**src/rtl/ntt_pkg.sv**
```systemverilog
// Shared NTT package: default data width/depth and sizing helpers.
// Used by ntt_drain_fifo, its interface and its storage sub-module.
package ntt_pkg;

    localparam int unsigned NTT_WIDTH  = 96;
    localparam int unsigned NTT_FDEPTH = 8;

    // Bits needed to hold an occupancy value in 0..depth.
    function automatic int unsigned cnt_w(input int unsigned depth);
        return $clog2(depth + 1);
    endfunction

    // Bits needed to address depth entries (at least 1).
    function automatic int unsigned ptr_w(input int unsigned depth);
        return (depth > 1) ? $clog2(depth) : 1;
    endfunction

endpackage

```
**src/rtl/ntt_drain_fifo_if.sv**
```systemverilog
// Bus between the enable-gated NTT pipeline, the drain FIFO and its consumer.
//   in_valid/in_data : word from the upstream pipeline (no back-pressure)
//   pipe_en          : advance permission back to the upstream pipeline
//   out_valid/out_ready/out_data : downstream handshake
//   count            : current FIFO occupancy
// master = producer/consumer side, slave = FIFO side.
interface ntt_drain_fifo_if
    import ntt_pkg::*;
#(
    parameter int unsigned WIDTH  = NTT_WIDTH,
    parameter int unsigned FDEPTH = NTT_FDEPTH
);

    localparam int unsigned CW = cnt_w(FDEPTH);

    logic             in_valid;
    logic [WIDTH-1:0] in_data;
    logic             pipe_en;
    logic             out_valid;
    logic             out_ready;
    logic [WIDTH-1:0] out_data;
    logic [CW-1:0]    count;

    modport master (
        output in_valid, in_data, out_ready,
        input  pipe_en, out_valid, out_data, count
    );

    modport slave (
        input  in_valid, in_data, out_ready,
        output pipe_en, out_valid, out_data, count
    );

endinterface

```
**src/rtl/ntt_drain_ram.sv**
```systemverilog
// Simple dual-port storage array for the drain FIFO: synchronous write,
// asynchronous read. Contents are not reset.
//   clk                 : clock
//   we/waddr/wdata      : write port
//   raddr/rdata         : read port (combinational)
module ntt_drain_ram
    import ntt_pkg::*;
#(
    parameter int unsigned WIDTH = NTT_WIDTH,
    parameter int unsigned DEPTH = NTT_FDEPTH,
    parameter int unsigned AW    = ptr_w(DEPTH)
) (
    input  logic             clk,
    input  logic             we,
    input  logic [AW-1:0]    waddr,
    input  logic [WIDTH-1:0] wdata,
    input  logic [AW-1:0]    raddr,
    output logic [WIDTH-1:0] rdata
);

    logic [WIDTH-1:0] mem [DEPTH];

    // Write port.
    always_ff @(posedge clk) begin
        if (we) begin
            mem[waddr] <= wdata;
        end
    end

    // Fall-through read port.
    assign rdata = mem[raddr];

endmodule

```
**src/rtl/ntt_drain_fifo.sv**
```systemverilog
// Drain FIFO behind an enable-gated NTT pipeline. Words arrive without
// back-pressure; pipe_en throttles the pipeline early enough that the one
// word still in flight after en drops always fits.
//   clk, rst_n : clock, asynchronous active-low reset
//   bus        : ntt_drain_fifo_if.slave (in_valid/in_data, pipe_en,
//                out_valid/out_ready/out_data, count)
//   err        : sticky dropped-push flag, only with NTT_DRAIN_ERR_EN defined
module ntt_drain_fifo
    import ntt_pkg::*;
#(
    parameter int unsigned WIDTH  = NTT_WIDTH,
    parameter int unsigned FDEPTH = NTT_FDEPTH
) (
    input  logic              clk,
    input  logic              rst_n,
    ntt_drain_fifo_if.slave   bus
`ifdef NTT_DRAIN_ERR_EN
    ,
    output logic              err
`endif
);

    localparam int unsigned CW = cnt_w(FDEPTH);
    localparam int unsigned PW = ptr_w(FDEPTH);

    localparam logic [PW-1:0] PTR_LAST = PW'(FDEPTH - 1);
    localparam logic [CW-1:0] CNT_FULL = CW'(FDEPTH);
    localparam logic [CW-1:0] CNT_EN   = CW'(FDEPTH - 2);

    logic [PW-1:0]    wptr;
    logic [PW-1:0]    rptr;
    logic [CW-1:0]    count;
    logic [WIDTH-1:0] rd_data_c;
    logic             full_c;
    logic             nonempty_c;
    logic             pop_c;
    logic             push_c;

    // Push/pop qualification; a full FIFO still accepts when it pops.
    assign full_c     = (count == CNT_FULL);
    assign nonempty_c = (count != '0);
    assign pop_c      = nonempty_c && bus.out_ready;
    assign push_c     = bus.in_valid && (!full_c || pop_c);

    // Pointers and occupancy; pointers wrap explicitly for any depth.
    always_ff @(posedge clk or negedge rst_n) begin
        if (!rst_n) begin
            wptr  <= '0;
            rptr  <= '0;
            count <= '0;
        end else begin
            if (push_c) begin
                wptr <= (wptr == PTR_LAST) ? '0 : wptr + PW'(1);
            end
            if (pop_c) begin
                rptr <= (rptr == PTR_LAST) ? '0 : rptr + PW'(1);
            end
            unique case ({push_c, pop_c})
                2'b10:   count <= count + CW'(1);
                2'b01:   count <= count - CW'(1);
                default: count <= count;
            endcase
        end
    end

    ntt_drain_ram #(
        .WIDTH (WIDTH),
        .DEPTH (FDEPTH),
        .AW    (PW)
    ) u_ram (
        .clk   (clk),
        .we    (push_c),
        .waddr (wptr),
        .wdata (bus.in_data),
        .raddr (rptr),
        .rdata (rd_data_c)
    );

    // Outputs decode the occupancy register; empty reads as zero so stale or
    // uninitialised storage never reaches out_data.
    assign bus.count     = count;
    assign bus.out_valid = nonempty_c;
    assign bus.out_data  = nonempty_c ? rd_data_c : '0;
    assign bus.pipe_en   = (count <= CNT_EN);

`ifdef NTT_DRAIN_ERR_EN
    // Sticky flag for a push lost at full occupancy.
    always_ff @(posedge clk or negedge rst_n) begin
        if (!rst_n) begin
            err <= 1'b0;
        end else if (bus.in_valid && full_c && !pop_c) begin
            err <= 1'b1;
        end
    end
`endif

endmodule

```
**src/flat_wrapper.sv**
```systemverilog
// flat-port wrapper written by rule: the top's interface ports become plain ports
module ntt_drain_fifo_flat import ntt_pkg::*;
#(
    parameter int unsigned WIDTH  = NTT_WIDTH,
    parameter int unsigned FDEPTH = NTT_FDEPTH
)
  (clk, rst_n, bus_in_valid, bus_in_data, bus_out_ready, bus_pipe_en, bus_out_valid, bus_out_data, bus_count);
  ntt_drain_fifo_if #(.WIDTH(WIDTH), .FDEPTH(FDEPTH)) bus_i ();
  input  logic clk;
  input  logic rst_n;
  input wire logic [$bits(bus_i.in_valid)-1:0] bus_in_valid;
  input wire logic [$bits(bus_i.in_data)-1:0] bus_in_data;
  input wire logic [$bits(bus_i.out_ready)-1:0] bus_out_ready;
  output wire logic [$bits(bus_i.pipe_en)-1:0] bus_pipe_en;
  output wire logic [$bits(bus_i.out_valid)-1:0] bus_out_valid;
  output wire logic [$bits(bus_i.out_data)-1:0] bus_out_data;
  output wire logic [$bits(bus_i.count)-1:0] bus_count;
  assign bus_i.in_valid = bus_in_valid;
  assign bus_i.in_data = bus_in_data;
  assign bus_i.out_ready = bus_out_ready;
  assign bus_pipe_en = bus_i.pipe_en;
  assign bus_out_valid = bus_i.out_valid;
  assign bus_out_data = bus_i.out_data;
  assign bus_count = bus_i.count;
  ntt_drain_fifo #(.WIDTH(WIDTH), .FDEPTH(FDEPTH)) u_core (.clk(clk), .rst_n(rst_n), .bus(bus_i));
endmodule
```
**config.mk**
```make
export PLATFORM = sky130hd
export DESIGN_NAME = ntt_drain_fifo_flat
export DESIGN_NICKNAME = d
export VERILOG_FILES = /design/src/rtl/ntt_pkg.sv /design/src/rtl/ntt_drain_fifo_if.sv /design/src/rtl/ntt_drain_ram.sv /design/src/rtl/ntt_drain_fifo.sv /design/src/flat_wrapper.sv
export SDC_FILE = /design/constraint.sdc
export NUM_CORES = 1
export LEC_CHECK = 0
export ABC_AREA = 1
export ABC_CLOCK_PERIOD_IN_PS = 15900
export BUFFER_PORTS_ARGS = -buffer_cell sky130_fd_sc_hd__buf_2
export CAP_MARGIN = 20
export CORE_MARGIN = 3
export CORE_UTILIZATION = 25
export DETAILED_ROUTE_END_ITERATION = 8
export SETUP_SLACK_MARGIN = 0.02
export SYNTH_ARGS = -nofsm -noshare
export SYNTH_HDL_FRONTEND = slang
export SYNTH_HIERARCHICAL = 1
export SYNTH_SLANG_ARGS = --single-unit
export TNS_END_PERCENT = 10
```
**constraint.sdc**
```tcl
create_clock -name clk -period 15.9 [get_ports clk]
set_input_delay 2.385 -clock clk [delete_from_list [all_inputs] [get_ports clk]]
set_output_delay 2.385 -clock clk [all_outputs]
set_load 0.005 [all_outputs]
```
==> results of run 1 <==
## logic make-up after synthesis
group	synth area share [%]
xor gates and xnor gates	0.04994
muxes	0.06419
AOI/OAI and AO/OA	0.1070
and+or+nand+nor	20.58
buffers and inverters	12.49
DFF	66.45
adders and majority gates	0.2710
## critical path, delay by kind of cell (launching register included)
kind | cells | cell delay (ps)
flip-flops | 1 | 980
buffers and inverters | 5 | 2150
AND/OR/NAND/NOR | 6 | 670
## worst min path at each step
stage                      to  cells past startpoint      startpoint  slack (ps)
2_1_floorplan  u_core/wptr[0]                      1  u_core/wptr[0]         510
3_3_place_gp   u_core/wptr[0]                      1  u_core/wptr[0]         540
3_5_place_dp   u_core/wptr[0]                      1  u_core/wptr[0]         570
4_1_cts        u_core/wptr[0]                      1  u_core/wptr[0]         580
5_1_grt        u_core/wptr[0]                      1  u_core/wptr[0]         580
6_report       u_core/wptr[0]                      1  u_core/wptr[0]         580
## sequential cells by signal, indices dropped and copies added (netlist names)
signal	flops
u_core/bus.count	4
u_core/rptr	3
u_core/u_ram/mem	768
u_core/wptr	3
## layout by cell type, fill, tap and decap left out, types with 9 or more instances in the layout
cell type                   netlist  layout
sky130_fd_sc_hd__nand2_1       1268    1268
sky130_fd_sc_hd__inv_1          878     877
sky130_fd_sc_hd__edfxtp_1       768     768
sky130_fd_sc_hd__nand3_1        390     390
sky130_fd_sc_hd__buf_2           85     201
sky130_fd_sc_hd__clkbuf_16        0      92
sky130_fd_sc_hd__nor2_1          96      88
sky130_fd_sc_hd__buf_4            5      29
sky130_fd_sc_hd__clkbuf_1        18      19
sky130_fd_sc_hd__clkinv_1         0      18
sky130_fd_sc_hd__bufinv_16        0      11
sky130_fd_sc_hd__clkinv_2         0      11
sky130_fd_sc_hd__nor2_2          11      11
sky130_fd_sc_hd__diode_2          0       9
sky130_fd_sc_hd__nor2_4           1       9
## through the flow
step | cells | hold slack, ps | util (%) | worst slack [ps]
floorplan | 3607 | 505.1 | - | 8540
global placement | 5543 | 541.8 | 27.24 | 9493
detailed placement | 5543 | 568.6 | 27.24 | 9530
CTS | 5707 | 577.0 | 29.41 | 8730
global route | 5709 | 583.4 | 29.41 | 8423
finish | 5716 | 576.2 | 29.42 | 8849
## layout make-up
cell class / instances / share of cell area, %
multi-input cells: 1790 / 18.31
inverters: 881 / 8.179
flip-flops and latches: 778 / 57.30
repair buffers: 231 / 3.055
diodes: 9 / 0.05533
well taps: 1863 / 5.726
clock buffers: 111 / 5.831
clock inverters: 53 / 1.549
## layer usage
layer | track usage (%) | up-vias
met5 | 0 | -
met4 | 3.475 | 8
met3 | 2.881 | 125
met2 | 20.45 | 513
met1 | 15.44 | 10928
li1 | - | 11417
## power groups by stage
stage               registers (W)  clock network [W]  logic [W]
floorplan                 0.00267                  0    0.00181
global placement          0.00274                  0    0.00256
detailed placement        0.00274                  0    0.00257
CTS                       0.00270            0.00216    0.00259
global route              0.00273            0.00224    0.00288
finish                    0.00270            0.00209    0.00252
==> impl_results.md, run 1 <==
* Headroom to the max-slew limit at 23.64%
* Wire length reported by the detailed router at ~90,000 um
* Die X at 380.6 um
* Crit path max-delay cell type: sky130_fd_sc_hd__dfrtp_4
* Number of endpoints failing setup at the final stage at 0
* Post-CTS setup buffer count at 0
* Via count at 22,991
* Pin count of the biggest net entering global routing at 150
* Number of global-route vias before repair at 22,546
* Total of hold buffers inserted after clock tree synthesis at 0
* WL/cell at between 15 and 20 um
* Die height at 380.6 um
* Reg2reg start: u_core/bus.count[1]
* Met3 wirelength from detailed routing at around 4900 um
* Critical path startpoint: u_core/rptr[0]
* Worst path max stage delay at between 900 and 1000 ps
* Library cells used by synthesis at 28
* Data required time at the worst endpoint at roughly 14,000 ps
* Fillcell total at 14,265
* Violation count after the first detailed-routing iteration at 1,236
* I/O pin count at 202
* Placed instance area at ~0.038 mm2
* F_max at 141.8 MHz
* Starting Density at 25.36%
* Net count, final at approximately 3,900
* Dominant cells by area after synthesis: sky130_fd_sc_hd__edfxtp_1 66%, sky130_fd_sc_hd__nand2_1 14%, sky130_fd_sc_hd__inv_1 9.4%, sky130_fd_sc_hd__nand3_1 5.6%, sky130_fd_sc_hd__buf_6 1.5%
* Yosys top cell area share at 65.73%
* Maximum count of clock buffers along a single path at 3
* Detailed Place HPWL at 45,630 um
* Total CTS buffers at between 90 and 100
* Die Area at 0.1449 mm2
* Yosys Warn Count at 6
* Arr. time, crit path at 4670 ps
* Combinational share of power at 34.4%
* Post-layout power at 0.007303 W
* DRC at 0
* Startpoint kind of the worst setup timing path: register
* Number of cell instances on the worst register-to-register path at 7
* Relative contribution of the clock network to total power at approximately 29%
* RSZ-0062 raised after global routing: false
* Mean instance size in the synthesized netlist at around 9.7 um2
* Initial antenna violation count at 16
* Sequential standard cell area at 0.02332 mm2
* R2R Path End: u_core/u_ram/mem[5][65]
* Result of the run: finished clean
* Maximum fanout count along the critical path at 144
* PostCTS Resize Cnt at 0
* Cells after synthesis at 3,607
* Cell breakdown of the critical path: clkinv_8 > buf_4 > buf_4 > nand2_1 > nand3_1 > nand2_1 > nand2_1 > nand2_1 > inv_1 > nor2_1 > buf_2
* Cell taking the most area after synthesis: sky130_fd_sc_hd__edfxtp_1
* Sequential cell fraction of total power at 36.9%
* Clock tree from TritonCTS: yes
* CTS sink cnt at 778
* Number of levels in the clock H-tree at 3
* Finished Cell Area at 0.04071 mm2
* Share of total power consumed by net switching at between 30% and 40%
* Post-synthesis cell area at 0.03508 mm2
* Core area at 0.1383 mm2
* Post-route antenna net violation count at 0
* Time the worst path needs with I/O delays and setup at a little over 7000 ps
* Main flop type after synthesis: sky130_fd_sc_hd__edfxtp_1
* Internal Power at 0.004575 W
* Layout area overhead at 16.02%
* Overall Global Routing Usage at between 10% and 20%
* Cell leakage power at around 19 nW
* Register area share after synthesis at 66.45%
* Syn Nets at about 3,700
* DRT Pass-1 Iters at 5
* Met2 WL post-DR at 41,610 um
* Global-route wire length before repair at ~130,000 um
* Worst setup path endpoint: bus_out_data[23]
* Power Density at 179.4 mW/mm2
* Synth Register Bits at between 700 and 800
* NetSw at about 0.0027 W
* Hold Fails Final Rpt at 0
* Period Utilization, post-route at about 44%
* Area of the multi-input gates at 0.007452 mm2
* Max-slew violations at 0
* Cell with the most instances after synthesis: sky130_fd_sc_hd__nand2_1
* Type of the tightest min-delay check: register to register
* Num rows at 136
* Transition time at the pin with the least slew margin at 1145 ps
* Clock edge transition at the registers on the reported setup and hold paths at 60 ps
* RePlAce Congestion at 0.7189
* Port Buffer Count at 201
* Remaining global-route overflow at 0
* Vias/cell at 4.022
* Clock latency on the worst-skew pair at 690 ps
* FFs w/ async S/R, synth at 1.285%
* Fraction of final layout cells with drive strength greater than 1 at 10.22%
* Number of maximum-capacitance violations at 0
* Capturing element type of the critical path: primary output
* Most repeated library cell on the critical path: sky130_fd_sc_hd__nand2_1
* Clk root buf: sky130_fd_sc_hd__clkbuf_16
* Setup TNS at 0 ps
* Count of flip-flops with a built-in enable after synthesis at 768
* Skew final at 21.93 ps
* Register-to-register path setup slack at 12,650 ps
* Routed metal-1 wire length at 39,710 um
* Uppermost layer routed: met5
* Top cells by instance count after synthesis: 1,268 x sky130_fd_sc_hd__nand2_1, 878 x sky130_fd_sc_hd__inv_1, 768 x sky130_fd_sc_hd__edfxtp_1
* Critical Setup Path Class: register to primary output
* Maximum vdd drop at ~120 uV
(Power assumes the default switching activity.)
==> run 2, diff against run 1 <==
--- a/config.mk
+++ b/config.mk
@@ -6,7 +6,7 @@
 export NUM_CORES = 1
 export LEC_CHECK = 0
 export ABC_AREA = 1
-export ABC_CLOCK_PERIOD_IN_PS = 15900
+export ABC_CLOCK_PERIOD_IN_PS = 6100
 export BUFFER_PORTS_ARGS = -buffer_cell sky130_fd_sc_hd__buf_2
 export CAP_MARGIN = 20
 export CORE_MARGIN = 3
==> constraint.sdc (replaced) <==
create_clock -name clk -period 6.1 [get_ports clk]
set_input_delay 0.915 -clock clk [delete_from_list [all_inputs] [get_ports clk]]
set_output_delay 0.915 -clock clk [all_outputs]
set_load 0.005 [all_outputs]
==> run 2 against run 1 <==
Highest routed layer unchanged. Count of clock-buffer cells in the layout up 2. Cell count about the same. Die area unchanged. Largest power group unchanged. First-iteration DRC count up 22%. Register-to-register slack worse by 9400 ps. Design area up 0.25%. Via count about the same. Flip-flop and latch count unchanged. Core utilization up 0.074 points. Non-clock buffer count up 6.
==> impl_results.md, run 2 (same netlist as run 1, synthesis figures left out) <==
* Startpoint kind of the worst setup timing path: register
* Port Buffer Count at 201
* Post-route antenna net violation count at 0
* Fraction of final layout cells with drive strength greater than 1 at 10.34%
* Critical path startpoint: u_core/rptr[0]
* Area of the multi-input gates at 0.007452 mm2
* Net count, final at 3,885
* Transition time at the pin with the least slew margin at 1163 ps
* Period Utilization, post-route at 77.58%
* Die Area at 0.1449 mm2
* Clock edge transition at the registers on the reported setup and hold paths at approximately 60 ps
* Die X at 380.6 um
* Largest reg by FF count: u_core/u_ram/mem
* Core area at 0.1383 mm2
* Num rows at 136
* Overall Global Routing Usage at 11.74%
* Worst setup path endpoint: bus_out_data[52]
* Register-to-register path setup slack at 3270 ps
* Detailed Place HPWL at about 45,000 um
* Maximum vdd drop at 294.7 uV
* Most frequent cells in the layout: 1,268 x sky130_fd_sc_hd__nand2_1, 877 x sky130_fd_sc_hd__inv_1, 768 x sky130_fd_sc_hd__edfxtp_1
* Number of maximum-capacitance violations at 0
* Power Density at ~470 mW/mm2
* Final hold slack at 147.4 ps
* Headroom to the max-slew limit at 22.49%
* Remaining global-route overflow at 0
* Via count at 22,974
* Total CTS buffers at 90
* Vias/cell at 4.016
* RePlAce Congestion at just over 0.7
* Critical Setup Path Class: register to primary output
* Reg2reg start: u_core/bus.count[1]
* Most common library cell in the layout ignoring fill and taps: sky130_fd_sc_hd__nand2_1
* Initial antenna violation count at 16
* R2R Path End: u_core/u_ram/mem[4][55]
* Maximum count of clock buffers along a single path at 3
* Pin count of the biggest net entering global routing at 211
* WL/cell at roughly 15 um
* Clock tree from TritonCTS: yes
* Number of global-route vias before repair at 22,396
* Total of hold buffers inserted after clock tree synthesis at 0
* Max-slew violations at 0
* RSZ-0062 raised after global routing: false
* Starting Density at around 25%
* DRC at 0
* Clock latency on the worst-skew pair at ~690 ps
* PostCTS Resize Cnt at 0
* Number of cell instances on the worst register-to-register path at 8
* Data required time at the worst endpoint at 5180 ps
* Clk root buf: sky130_fd_sc_hd__clkbuf_16
* Type of the tightest min-delay check: input port to async pin
* Violation count after the first detailed-routing iteration at 1,512
* Flip-flop count of the largest register, all copies and words added at ~770
* Sequential standard cell area at 0.02332 mm2
* Post-layout instance count excluding filler cells at 5,720
* I/O pin count at 202
* Cell leakage power at 18.68 nW
* Cells after DPL at 5,549
* Die height at 380.6 um
* F_max at 211.3 MHz
* Fillcell total at 14,194
* Registers with the highest flip-flop counts: u_core/u_ram/mem x768, u_core/bus.count x4
* Wire length reported by the detailed router at ~86,000 um
* Capturing element type of the critical path: primary output
* Setup TNS at 0 ps
* Post-CTS setup buffer count at 0
* Global-route wire length before repair at approximately 130,000 um
* DRT Pass-1 Iters at 6
* Result of the run: finished clean
* Time the worst path needs with I/O delays and setup at approximately 4700 ps
* Arr. time, crit path at 3820 ps
* Hold Fails Final Rpt at 0
* Number of levels in the clock H-tree at 3
* Skew final at 44.49 ps
* CTS sink cnt at 778
* Number of endpoints failing setup at the final stage at 0
* Layout area overhead at 16.32%
* Maximum fanout count along the critical path at 210
==> run 2: changes by cell type in the layout (fill, tap and decap cells not counted) <==
cell	change
sky130_fd_sc_hd__diode_2	-2
sky130_fd_sc_hd__clkinv_8	+1
sky130_fd_sc_hd__clkinv_4	-2
sky130_fd_sc_hd__buf_12	+6
sky130_fd_sc_hd__clkinvlp_4	+1
sky130_fd_sc_hd__clkinv_2	+3
sky130_fd_sc_hd__inv_8	-1
sky130_fd_sc_hd__clkinv_1	-1
sky130_fd_sc_hd__clkbuf_1	+2
sky130_fd_sc_hd__inv_6	-3
==> run 2: where the power goes <==
group          switching [W]  internal [W]  total, W
Combinational        0.00466       0.00210   0.00676
Clock                0.00218       0.00324   0.00543
Sequential          0.000251       0.00662   0.00687
Total                0.00709        0.0120    0.0191
==> run 2: worst max-delay path, cell delays in order (launching register included) <==
cell and delay, ps:
sky130_fd_sc_hd__dfrtp_4 820, sky130_fd_sc_hd__clkinv_8 550, sky130_fd_sc_hd__buf_12 500, sky130_fd_sc_hd__nand2_1 240, sky130_fd_sc_hd__nand3_1 90, sky130_fd_sc_hd__nand2_1 100
sky130_fd_sc_hd__nand2_1 50, sky130_fd_sc_hd__nand2_1 190, sky130_fd_sc_hd__inv_1 80, sky130_fd_sc_hd__nor2_2 100, sky130_fd_sc_hd__buf_2 130
==> run 2: cell type report <==
type	count	area share [%]
Clock inverter	51	1.496
Tap cell	1863	5.712
Timing Repair Buffer	237	3.342
Antenna cell	7	0.04292
Sequential cell	778	57.15
Clock buffer	113	5.835
Inverter	881	8.159
Multi-Input combinational cell	1790	18.26
==> run 2: worst min path at each step <==
stage / from / endpoint / cells after the start
after global placement: u_core/wptr[0] / u_core/wptr[0] / 1
after floorplan: u_core/wptr[0] / u_core/wptr[0] / 1
after CTS: rst_n / u_core/bus.count[3] / 1
after detailed placement: u_core/wptr[2] / u_core/wptr[2] / 2
after global routing: rst_n / u_core/bus.count[3] / 1
final: rst_n / u_core/bus.count[3] / 1
==> run 2: metrics by stage <==
stage	total power (W)	util (%)	cell area (um2)	setup WS [ps]
2_1_floorplan	0.01167	-	35080	210.5
3_3_place_gp	0.01384	27.32	37800	2019
3_5_place_dp	0.01389	27.32	37800	2108
4_1_cts	0.01943	29.49	40790	1297
5_1_grt	0.02044	29.49	40790	1092
6_report	0.01906	29.50	40810	1368
==> run 2: per-layer routing <==
| layer | wire [um] | vias up | track usage (%) |
|---|---|---|---|
| li1 | - | 11433 | - |
| met1 | 38870 | 10864 | 14.99 |
| met2 | 40520 | 495 | 19.65 |
| met3 | 4621 | 166 | 2.633 |
| met4 | 2181 | 16 | 3.928 |
| met5 | 101 | - | 0 |
